===== config.mk =====
export PLATFORM = sky130hd
export DESIGN_NAME = lane_serializer
export DESIGN_NICKNAME = d
export VERILOG_FILES = /design/src/rtl/lane_ser_pkg.sv /design/src/rtl/lane_ser_hold_buf.sv /design/src/rtl/lane_serializer.sv
export SDC_FILE = /design/constraint.sdc
export NUM_CORES = 1
export LEC_CHECK = 0
export CAP_MARGIN = 20
export CORE_UTILIZATION = 25
export CTS_BUF_LIST = sky130_fd_sc_hd__clkbuf_8
export CTS_CLUSTER_DIAMETER = 100
export DETAILED_ROUTE_END_ITERATION = 16
export PLACE_DENSITY = 0.43
export SETUP_SLACK_MARGIN = 0.02
export SLEW_MARGIN = 30
export SYNTH_ARGS = -nofsm -noshare
export SYNTH_HDL_FRONTEND = slang
export SYNTH_HIERARCHICAL = 1
export SYNTH_SLANG_ARGS = --single-unit
export TNS_END_PERCENT = 50

===== constraint.sdc =====
create_clock -name clk -period 4.2 [get_ports clk]
set_clock_uncertainty 0.15 [all_clocks]
set_input_delay 1.05 -clock clk [delete_from_list [all_inputs] [get_ports clk]]
set_output_delay 1.05 -clock clk [all_outputs]
set_load 0.02 [all_outputs]

===== src/rtl/lane_ser_pkg.sv =====
// lane_ser_pkg: shared types and helpers for the lane serializer.
//   ser_state_e : serializer FSM states
//   beats_f     : number of beats per word (DATA_WIDTH / LANES)
//   slice_f     : extracts beat k of a word, MSB-first or LSB-first
package lane_ser_pkg;

  // Widest word the slice helper handles.
  localparam int unsigned SER_MAX_W = 256;

  typedef enum logic [1:0] {SER_IDLE, SER_SHIFT, SER_PARITY} ser_state_e;

  function automatic int unsigned beats_f(input int unsigned data_width,
                                          input int unsigned lanes);
    return data_width / lanes;
  endfunction

  // Beat k of a zero-extended word; the result is right-aligned in the low `lanes` bits.
  function automatic logic [SER_MAX_W-1:0] slice_f(input logic [SER_MAX_W-1:0] data,
                                                   input int unsigned data_width,
                                                   input int unsigned lanes,
                                                   input int unsigned k,
                                                   input bit msb_first);
    logic [SER_MAX_W-1:0] mask;
    int unsigned          lsb;
    mask = '1;
    mask = mask >> (SER_MAX_W - lanes);
    lsb  = msb_first ? (data_width - (k + 1) * lanes) : (k * lanes);
    return (data >> lsb) & mask;
  endfunction

endpackage


===== src/rtl/lane_ser_hold_buf.sv =====
// lane_ser_hold_buf: one-entry hold register for the lane serializer.
// Ports:
//   clk, rst, enable : clock, sync active-high reset, enable (low clears)
//   in_data/in_valid : word offered for holding
//   in_ready         : buffer empty, block enabled and out of reset
//   pop              : consumer takes the held word this edge
//   out_data/out_valid : held word and its valid flag
module lane_ser_hold_buf
  import lane_ser_pkg::*;
#(
  parameter int unsigned DATA_WIDTH = 8
) (
  input  logic                  clk,
  input  logic                  rst,
  input  logic                  enable,
  input  logic [DATA_WIDTH-1:0] in_data,
  input  logic                  in_valid,
  output logic                  in_ready,
  input  logic                  pop,
  output logic [DATA_WIDTH-1:0] out_data,
  output logic                  out_valid
);

  logic                  r_valid;
  logic [DATA_WIDTH-1:0] r_data;

  assign in_ready  = enable && !rst && !r_valid;
  assign out_data  = r_data;
  assign out_valid = r_valid;

  always_ff @(posedge clk) begin
    if (rst || !enable) begin
      r_valid <= 1'b0;
      r_data  <= '0;
    end else if (pop) begin
      r_valid <= 1'b0;
    end else if (in_valid && in_ready) begin
      r_valid <= 1'b1;
      r_data  <= in_data;
    end
  end

endmodule


===== src/rtl/lane_serializer.sv =====
// lane_serializer: multi-lane parallel-to-serial converter with a one-word
// hold buffer so back-to-back words stream without gaps.
// Optional feature: define LANE_SERIALIZER_PARITY_EN to append one even
// parity beat per lane after each word.
// Ports:
//   clk, rst    : clock, synchronous active-high reset
//   enable      : low flushes the block on the next edge
//   in_data/in_valid/in_ready : word input handshake
//   serial_out  : current beat, bit i drives lane i
//   out_valid/out_first/out_last : beat qualifiers
module lane_serializer
  import lane_ser_pkg::*;
#(
  parameter int unsigned DATA_WIDTH = 8,
  parameter int unsigned LANES      = 1,
  parameter int unsigned MSB_FIRST  = 1
) (
  input  logic                  clk,
  input  logic                  rst,
  input  logic                  enable,
  input  logic [DATA_WIDTH-1:0] in_data,
  input  logic                  in_valid,
  output logic                  in_ready,
  output logic [LANES-1:0]      serial_out,
  output logic                  out_valid,
  output logic                  out_first,
  output logic                  out_last
);

  localparam int unsigned BEATS    = beats_f(DATA_WIDTH, LANES);
  localparam int unsigned CW       = $clog2(BEATS + 1);
  localparam logic [CW-1:0] LAST_CNT = CW'(BEATS - 1);

  function automatic logic [LANES-1:0] beat_f(input logic [DATA_WIDTH-1:0] w,
                                              input int unsigned k);
    return LANES'(slice_f(SER_MAX_W'(w), DATA_WIDTH, LANES, k, MSB_FIRST != 0));
  endfunction

  ser_state_e            r_state;
  logic [DATA_WIDTH-1:0] r_word;
  logic [CW-1:0]         r_cnt;
  logic [LANES-1:0]      r_serial;
  logic                  r_valid;
  logic                  r_first;
  logic                  r_last;

  logic                  w_in_ready;
  logic                  w_hold_valid;
  logic [DATA_WIDTH-1:0] w_hold_data;
  logic                  w_free;
  logic                  w_accept;
  logic                  w_load;
  logic [DATA_WIDTH-1:0] w_load_data;

`ifdef LANE_SERIALIZER_PARITY_EN
  logic [LANES-1:0]      w_parity;

  // Order-independent: per-lane XOR over every beat of the word.
  always_comb begin
    w_parity = '0;
    for (int unsigned k = 0; k < BEATS; k++) begin
      w_parity = w_parity ^ beat_f(r_word, k);
    end
  end

  assign w_free = (r_state == SER_IDLE) || (r_state == SER_PARITY);
`else
  assign w_free = (r_state == SER_IDLE) ||
                  ((r_state == SER_SHIFT) && (r_cnt == LAST_CNT));
`endif

  assign w_accept    = in_valid && w_in_ready;
  // in_ready is low whenever the hold buffer is full, so a pop and a new
  // acceptance never coincide.
  assign w_load      = w_free && (w_hold_valid || w_accept);
  assign w_load_data = w_hold_valid ? w_hold_data : in_data;

  lane_ser_hold_buf #(
    .DATA_WIDTH (DATA_WIDTH)
  ) u_hold (
    .clk       (clk),
    .rst       (rst),
    .enable    (enable),
    .in_data   (in_data),
    .in_valid  (in_valid && !w_free),
    .in_ready  (w_in_ready),
    .pop       (w_free && w_hold_valid),
    .out_data  (w_hold_data),
    .out_valid (w_hold_valid)
  );

  always_ff @(posedge clk) begin
    if (rst || !enable) begin
      r_state  <= SER_IDLE;
      r_word   <= '0;
      r_cnt    <= '0;
      r_serial <= '0;
      r_valid  <= 1'b0;
      r_first  <= 1'b0;
      r_last   <= 1'b0;
    end else if (w_load) begin
      r_state  <= SER_SHIFT;
      r_word   <= w_load_data;
      r_cnt    <= '0;
      r_serial <= beat_f(w_load_data, 0);
      r_valid  <= 1'b1;
      r_first  <= 1'b1;
      r_last   <= 1'b0;
    end else begin
      case (r_state)
        SER_SHIFT: begin
          if (r_cnt != LAST_CNT) begin
            r_cnt    <= r_cnt + CW'(1);
            r_serial <= beat_f(r_word, 32'(r_cnt) + 32'd1);
            r_first  <= 1'b0;
`ifdef LANE_SERIALIZER_PARITY_EN
            r_last   <= 1'b0;
`else
            r_last   <= ((r_cnt + CW'(1)) == LAST_CNT);
`endif
          end else begin
`ifdef LANE_SERIALIZER_PARITY_EN
            r_state  <= SER_PARITY;
            r_serial <= w_parity;
            r_first  <= 1'b0;
            r_last   <= 1'b1;
`else
            r_state  <= SER_IDLE;
            r_serial <= '0;
            r_valid  <= 1'b0;
            r_first  <= 1'b0;
            r_last   <= 1'b0;
`endif
          end
        end
        default: begin
          r_state  <= SER_IDLE;
          r_serial <= '0;
          r_valid  <= 1'b0;
          r_first  <= 1'b0;
          r_last   <= 1'b0;
        end
      endcase
    end
  end

  assign in_ready   = w_in_ready;
  assign serial_out = r_serial;
  assign out_valid  = r_valid;
  assign out_first  = r_first;
  assign out_last   = r_last;

endmodule

Word-level counts from Yosys, hierarchy flattened --
Cells that the tools add are included. Widths: inputs -> output; s select.
Operators by class: shift operators 1, bitwise operators 3, multiplexer cells 11, add/subtract/negate cells 4, eq/ne operators 4, reductions and logical operators 21
Operator list (count):
- $shr 8x32->1 | 1
- $mux 1 | 10
- $eq 4x3->1 const B | 2
- $logic_and 1x1->1 | 8
- $mux 8 | 1
- $sub 4x6->7 const A | 1
- $add 5x1->6 const B | 1
- $add 4x1->5 const B | 1
- $add 4x1->4 const B | 1
- $logic_not 1->1 | 4
- $ne 4x3->1 const B | 1
- $reduce_and 2->1 | 2
- $reduce_or 2->1 | 2
- $reduce_or 4->1 | 1
- $logic_or 1x1->1 | 3
- $ne 3x3->1 const B | 1
- $not 1->1 | 3
- $logic_not 2->1 | 1
Storage, ports and cells: output and inout port bits 5, flip-flop bits (word level) 26, bits of input ports 12

Logic depth before layout (Yosys ltp) --
Gate-level depths: netlist of the first run.
word-level depth 7, mapped depth 8, mapped depth without buffers 6

By module --
Netlist of the first run, hierarchy kept.
Modules (own cells, without submodules):
- lane_serializer | area each 842.1 um^2, cells an instance 84, seq. area each 320.3 um^2, instances 1
- lane_ser_hold_buf | area each 446.7 um^2, cells an instance 42, seq. area each 180.2 um^2, instances 1

Worst setup path before layout of the first run --
No wires, ideal clock.
path type input to output, from in enable, to out in_ready, slack 1.442 ns, stages on the path 3, buffers on the path 1, data arrival time 1.558 ns, cell sequence buf_4 -> nand2b_1 -> nor2_1
Between the ends: word-level cells in the longest chain between the ends 2
Ends and longest elaborated chain:
- start: declaration | line lane_serializer.sv:20 | input logic enable,
- $logic_and 1x1->1 (2 in a row) | line lane_ser_hold_buf.sv:27 | assign in_ready = enable && !rst && !r_valid;
- end: declaration | line lane_serializer.sv:23 | output logic in_ready,
No other way between the ends.

Final worst setup path of the first run --
from in rst, to out in_ready
Between the ends: word-level cells in the longest chain between the ends 3
Ends and longest elaborated chain:
- start: declaration | line lane_serializer.sv:19 | input logic rst,
- $logic_not 1->1 | line lane_ser_hold_buf.sv:27
- $logic_and 1x1->1 (2 in a row) | line lane_ser_hold_buf.sv:27
No other way between the ends.

==> impl_metrics.yaml, run 1 <==
status:
  status: "completed"
synth:
  synth-edff-count: 0
  syn_area_per_cell_um2: 10.2
  synth_adder_area_share_pct: 1.94
  synth_cells: 126
  synth_top_family_by_area: "simple AND/OR/NAND/NOR gates"
  synth_top_area_share_pct: 38.8
  synth_fp_nets: 140
  async_flop_share_pct: 0
  synth_top_area_cell: "dfxtp_1"
  synth_mux_area_share_pct: 15.5
  yosys.area_share.xor_xnor_pct: 0.680
  synth_simple_gate_area_share_pct: 21.7
  synth_flop_cell: "dfxtp_1"
  synth_compound_area_share_pct: 14.1
  yosys_warnings: 6
  synth_most_common_cell: "dfxtp_1"
  syn-cell-area_um2: 1290
  synth_area_leaders: "dfxtp_1 (39%), mux2i_1 (16%), nand3b_1 (9.9%), o2bb2ai_1 (5.4%), buf_6 (4.4%)"
  synth_common_cells: "dfxtp_1 (25), mux2i_1 (20), nand3b_1 (17)"
  synth_cell_types: 35
  ys_seq_area_share_pct: 38.8
  ys_ff_latch: 25
pwr:
  cellLeakagePower_uw: 0.000502
  ir_worst_vdd_mv: 0.120
  pwr-share-seq_pct: 57.0
  switching_power_uw: 97.3
  power-per-cell-area_nw_per_um2: 280
  pwr-share-clk_pct: 33.4
  swShare_pct: 23.0
  combPwrFrac_pct: 9.6
  p_int_uw: 326
  power_uw: 423
global_route:
  grt_use_met3_pct: 2.88
  overflow: 0
  grt_pass1_vias: 988
  gr-usage-met2_pct: 19.5
  antenna_found_initial: 0
  grt_pass1_wl_um: 4660
  top_usage_layer: "met2"
  grt_use_met1_pct: 14.1
  grt.total_usage_pct: 11.5
  grt_max_degree: 18
routing:
  num_vias: 962
  wl_per_cell_um: 13.6
  drt-total-wl_um: 2800
  ant_nets: 0
  drt_pass1_iterations: 4
  drc: 0
  drt_iter0_drc: 21
  drt-vias-per-instance: 4.67
cells_and_area:
  drive_above_1_share_pct: 9.35
  nNetsFinal: 154
  synthToLayoutAreaGrowth_pct: 17.5
  antenna_cells: 0
  fin_area_um2: 1510
worst_setup_path:
  path_max_fanout: 4
  required_ns: 3.00
  worstSetupEndpointType: "output port"
  arrival_ns: 2.44
  cp-start-kind: "primary input"
  path_class: "in2out"
die:
  dieWidth_um: 73.8
  die-area_um2: 5450
  pin_count: 17
  core-area_um2: 4850
  fp-row-count: 25
  initial_core_util_pct: 26.6
  die_y_um: 73.8
sta:
  finalWorstSetupSlack_ns: 0.560
  worst_pin_slew_ns: 0.899
  fmax_mhz: 275
  fin_crit_sh_pct: 86.7
  tns_ns: 0
  slew_violations: 0
  fin_crit_ns: 3.64
  rsz0062_at_grt: "false"
  maxSlewHeadroom_pct: 39.8
  setup_viol: 0
  hold_viol: 0
cts:
  htreeDepth: 1
  clk_path_buf_depth: 2
  clkSinkCount: 25
  hold_buffers: 0
  cts_tree: "yes"
  post_cts_resized: 0
  cts_made_buffers: 3
  root_buffer: "clkbuf_8"
  post_cts_buffers: 0
  clk_latency_ns: 0.27
  path_clk_slew_ns: 0.09
flow_run:
  maxCapViolCount: 0
placement:
  port_buffers: 16
  dpl_cell_area_um2: 1470
  gp_congestion: 0.711
  hpwl_um: 2050
  place_ws_ns: 0.551
worst_hold_path:
  hp-class: "reg2reg"
cell families (layout without fill, tap and decap cells):
| family | count (synthesis) | count (layout) |
|---|---|---|
| simple gates | 42 | 42 |
| flops | 25 | 25 |
| compound gates | 23 | 23 |
| mux | 20 | 20 |
| buf+inv | 13 | 26 |
| fa+ha+maj | 2 | 2 |
| xor+xnor | 1 | 1 |
layout by cell type (no fill, tap or decap), drive strengths merged, types with 2 or more instances in the layout:
| cell | synthesis | routed |
|---|---|---|
| a21oi | 6 | 6 |
| and2 | 2 | 2 |
| and4 | 2 | 2 |
| buf | 9 | 2 |
| clkbuf | 0 | 3 |
| clkdlybuf4s50 | 0 | 16 |
| dfxtp | 25 | 25 |
| ha | 2 | 2 |
| inv | 4 | 5 |
| mux2i | 20 | 20 |
| nand2 | 3 | 3 |
| nand2b | 2 | 2 |
| nand3b | 17 | 17 |
| nand4 | 2 | 2 |
| nor2 | 7 | 7 |
| nor3 | 2 | 2 |
| nor3b | 2 | 2 |
| o21ai | 2 | 2 |
| o22ai | 2 | 2 |
| o2bb2ai | 8 | 8 |
| or3 | 2 | 2 |
worst paths after layout:
check	from	endpoint	slack, ns	depth (start not counted)
min reg2reg	r_word[1]	r_word[1]	0.32	1
max	rst	in_ready	0.56	4
min	r_word[1]	r_word[1]	0.32	1
max reg2reg	r_cnt[0]	u_hold/out_data[5]	1.63	6
registers in the layout (all words and copies together) (netlist names):
signal            count
serial_out            1
r_word                8
r_cnt                 4
u_hold/out_valid      1
out_first             1
u_hold/out_data       8
out_valid             1
out_last              1
power by group through the flow:
stage | clock network, uW | logic [uW] | registers, uW
3_3_place_gp | 0 | 39.5 | 247
3_5_place_dp | 0 | 40.6 | 247
2_1_floorplan | 0 | 22.3 | 247
6_report | 141 | 40.5 | 241
5_1_grt | 159 | 43.8 | 242
4_1_cts | 149 | 40.8 | 241
critical path, stage by stage:
cell	delay [ns]
clkdlybuf4s50_1	0.45
nand2b_1	0.18
nor2_1	0.13
clkdlybuf4s50_1	0.62
layout make-up:
type	count	area, um2
fillers	525	3330
clock inverters	1	3.75
flip-flops and latches	25	500
repair buffers	18	175
multi-input cells	88	694
clock buffers	3	41.3
well taps	67	83.8
inverters	4	15.0
stage by stage:
step / std cells / utilization [%] / hold slack [ns]
global route: 206 / 31.2 / 0.342
CTS: 206 / 31.2 / 0.322
detailed placement: 202 / 30.3 / 0.295
global placement: 202 / 30.3 / 0.300
finish: 206 / 31.2 / 0.318
floorplan: 126 / - / 0.276
per-layer routing:
metal / routed length [um] / vias to the layer above
met5: 0 / -
met4: 29 / 0
met3: 73 / 2
met2: 1310 / 16
met1: 1390 / 460
li1: - / 484
Power figures use the tool's default switching activity.
==> run 2: changes to the inputs <==
--- a/config.mk
+++ b/config.mk
@@ -10,6 +10,7 @@
 export CTS_BUF_LIST = sky130_fd_sc_hd__clkbuf_8
 export CTS_CLUSTER_DIAMETER = 100
 export DETAILED_ROUTE_END_ITERATION = 16
+export HOLD_SLACK_MARGIN = 0.05
 export PLACE_DENSITY = 0.43
 export SETUP_SLACK_MARGIN = 0.02
 export SLEW_MARGIN = 30
==> results of run 2 <==
The final DEF is identical to that of run 1; final timing and power are the same.
==> run 3: changes to the inputs <==
--- a/config.mk
+++ b/config.mk
@@ -6,16 +6,14 @@
 export NUM_CORES = 1
 export LEC_CHECK = 0
 export CAP_MARGIN = 20
-export CORE_UTILIZATION = 25
+export CORE_UTILIZATION = 30
 export CTS_BUF_LIST = sky130_fd_sc_hd__clkbuf_8
-export CTS_CLUSTER_DIAMETER = 100
 export DETAILED_ROUTE_END_ITERATION = 16
 export HOLD_SLACK_MARGIN = 0.05
-export PLACE_DENSITY = 0.43
+export PLACE_DENSITY = 0.5
 export SETUP_SLACK_MARGIN = 0.02
 export SLEW_MARGIN = 30
 export SYNTH_ARGS = -nofsm -noshare
 export SYNTH_HDL_FRONTEND = slang
-export SYNTH_HIERARCHICAL = 1
 export SYNTH_SLANG_ARGS = --single-unit
 export TNS_END_PERCENT = 50
==> run 3 against run 2 <==
Compared with the run above: worst hold slack got worse by 0.0051 ns; register-to-register slack better by 0.15 ns; largest power group unchanged; design area fell by 2.9%.
==> impl_metrics.yaml, run 3 <==
routing:
  drt-vias-per-instance: 5.21
  wl_per_cell_um: 14.3
  drt-total-wl_um: 2700
  drc: 0
  num_vias: 984
  drt_iter0_drc: 29
  ant_nets: 0
  drt_pass1_iterations: 4
sta:
  worst_pin_slew_ns: 0.659
  fmax_mhz: 280
  maxSlewHeadroom_pct: 56.0
  whs_ns: 0.313
  hold_viol: 0
  fin_crit_ns: 3.57
  rsz0062_at_grt: "false"
  setup_viol: 0
  fin_crit_sh_pct: 84.9
  tns_ns: 0
  slew_violations: 0
synth:
  synth_cells: 127
  synth_top_area_cell: "dfxtp_1"
  ys_seq_area_share_pct: 40.9
  synth-edff-count: 0
  async_flop_share_pct: 0
  yosys_warnings: 0
  synth_most_common_cell: "dfxtp_1"
  synth_cell_types: 32
  synth_area_leaders: "dfxtp_1 (41%), mux2i_1 (16%), a2111oi_0 (5.7%), a31o_2 (5.0%), nand2_1 (3.7%)"
  synth_common_cells: "dfxtp_1 (25), mux2i_1 (20), nand2_1 (12)"
  syn_area_per_cell_um2: 9.65
  synth_flop_cell: "dfxtp_1"
  ys_ff_latch: 25
  synth_fp_nets: 141
  synth_top_area_share_pct: 40.9
  syn-cell-area_um2: 1220
cells_and_area:
  mostFrequentLayoutCell: "dfxtp_1"
  synthToLayoutAreaGrowth_pct: 20.0
  nNetsFinal: 156
  antenna_cells: 0
  drive_above_1_share_pct: 12.1
  fin_area_um2: 1470
  layout_common_cells: "dfxtp_1 (25), mux2i_1 (20), clkdlybuf4s50_1 (16), inv_1 (12), nand2_1 (12)"
  fillers: 383
  regArea_um2: 500
  multiInputGateArea_um2: 648
die:
  pin_count: 17
  core-area_um2: 3800
  die_y_um: 65.9
  die-area_um2: 4340
  fp-row-count: 22
  dieWidth_um: 65.9
  initial_core_util_pct: 32.2
cts:
  path_clk_slew_ns: 0.08
  cts_tree: "yes"
  htreeDepth: 1
  post_cts_buffers: 0
  clkSinkCount: 25
  cts_made_buffers: 3
  hold_buffers: 0
  root_buffer: "clkbuf_8"
  clk_path_buf_depth: 2
  post_cts_resized: 0
  clk_latency_ns: 0.27
placement:
  hpwl_um: 1820
  dpl_cell_area_um2: 1430
  gp_congestion: 0.766
  port_buffers: 16
worst_setup_path:
  path_buf_inv: 2
  path_max_fanout: 3
  cp_cell_sequence: "clkdlybuf4s50_1 -> nand2b_1 -> nor2_1 -> clkdlybuf4s50_1"
  crit_family: "buffers and inverters"
  arrival_ns: 2.37
  worstSetupEndpointType: "output port"
  cp-start-kind: "primary input"
  path_class: "in2out"
  slowest_stage: "clkdlybuf4s50_1"
  required_ns: 3.00
  critPathMaxStageDelay_ns: 0.61
  cp_common_cell: "clkdlybuf4s50_1"
global_route:
  grt.total_usage_pct: 13.7
  grt_pass1_wl_um: 4490
  antenna_found_initial: 0
  grt_pass1_vias: 949
  grt_max_degree: 18
  overflow: 0
flow_run:
  maxCapViolCount: 0
status:
  status: "completed"
pwr:
  ir_worst_vdd_mv: 0.0986
  power_uw: 435
  power-per-cell-area_nw_per_um2: 296
  cellLeakagePower_uw: 0.000583
worst_hold_path:
  hp-class: "reg2reg"
[run 3: logic make-up after synthesis]
family | share of synthesized area [%]
buffers and inverters | 6.23
multiplexers | 18.2
AND/OR/NAND/NOR | 12.7
XOR/XNOR | 1.43
flip-flops | 40.9
adder cells (fa/ha/maj) | 2.04
AO/OA/AOI/OAI | 18.6
[run 3: area by class of cell]
class                      count  area share, %
clock buffer                   3           2.81
tap                           48           4.09
timing repair buffer          18           11.9
sequential                    25           34.0
inverter                      11           2.81
multi-input combinational     83           44.1
clock inverter                 1          0.255
[run 3: path summary, 6_finish.rpt]
path / from / end / slack, ns / depth (start not counted)
hold / removal: u_hold.out_data[1] / u_hold.out_data[1] / 0.31 / 2
hold reg to reg: u_hold.out_data[1] / u_hold.out_data[1] / 0.31 / 2
setup reg to reg: r_cnt[0] / u_hold.out_data[4] / 1.78 / 4
setup / recovery: rst / in_ready / 0.63 / 4
[run 3: worst reg2reg max path, delay by kind of cell (launching register included)]
kind,cells,cell delay [ns]
muxes,1,0.25
and+or+nand+nor,2,1.06
DFF,1,0.55
adders and majority gates,1,0.32
[run 3: routing by layer]
layer,track usage (%),up-vias,routed length [um]
met5,0,-,0
met2,22.2,17,1330
met4,5.16,0,19
li1,-,490,-
met1,18.0,475,1280
met3,2.41,2,73
[run 3: report_power, final]
group          leakage [uW]  internal (uW)  switching, uW
Sequential         0.000203            242           6.08
Clock             0.0000269           65.3           73.8
Combinational      0.000354           24.5           23.4
[run 3: metrics by stage]
step                std cells  setup slack (ns)  utilization (%)
global placement          185             0.668             37.5
finish                    189             0.634             38.7
CTS                       189             0.619             38.7
floorplan                 127              1.27                -
detailed placement        185             0.631             37.5
global route              189             0.565             38.7
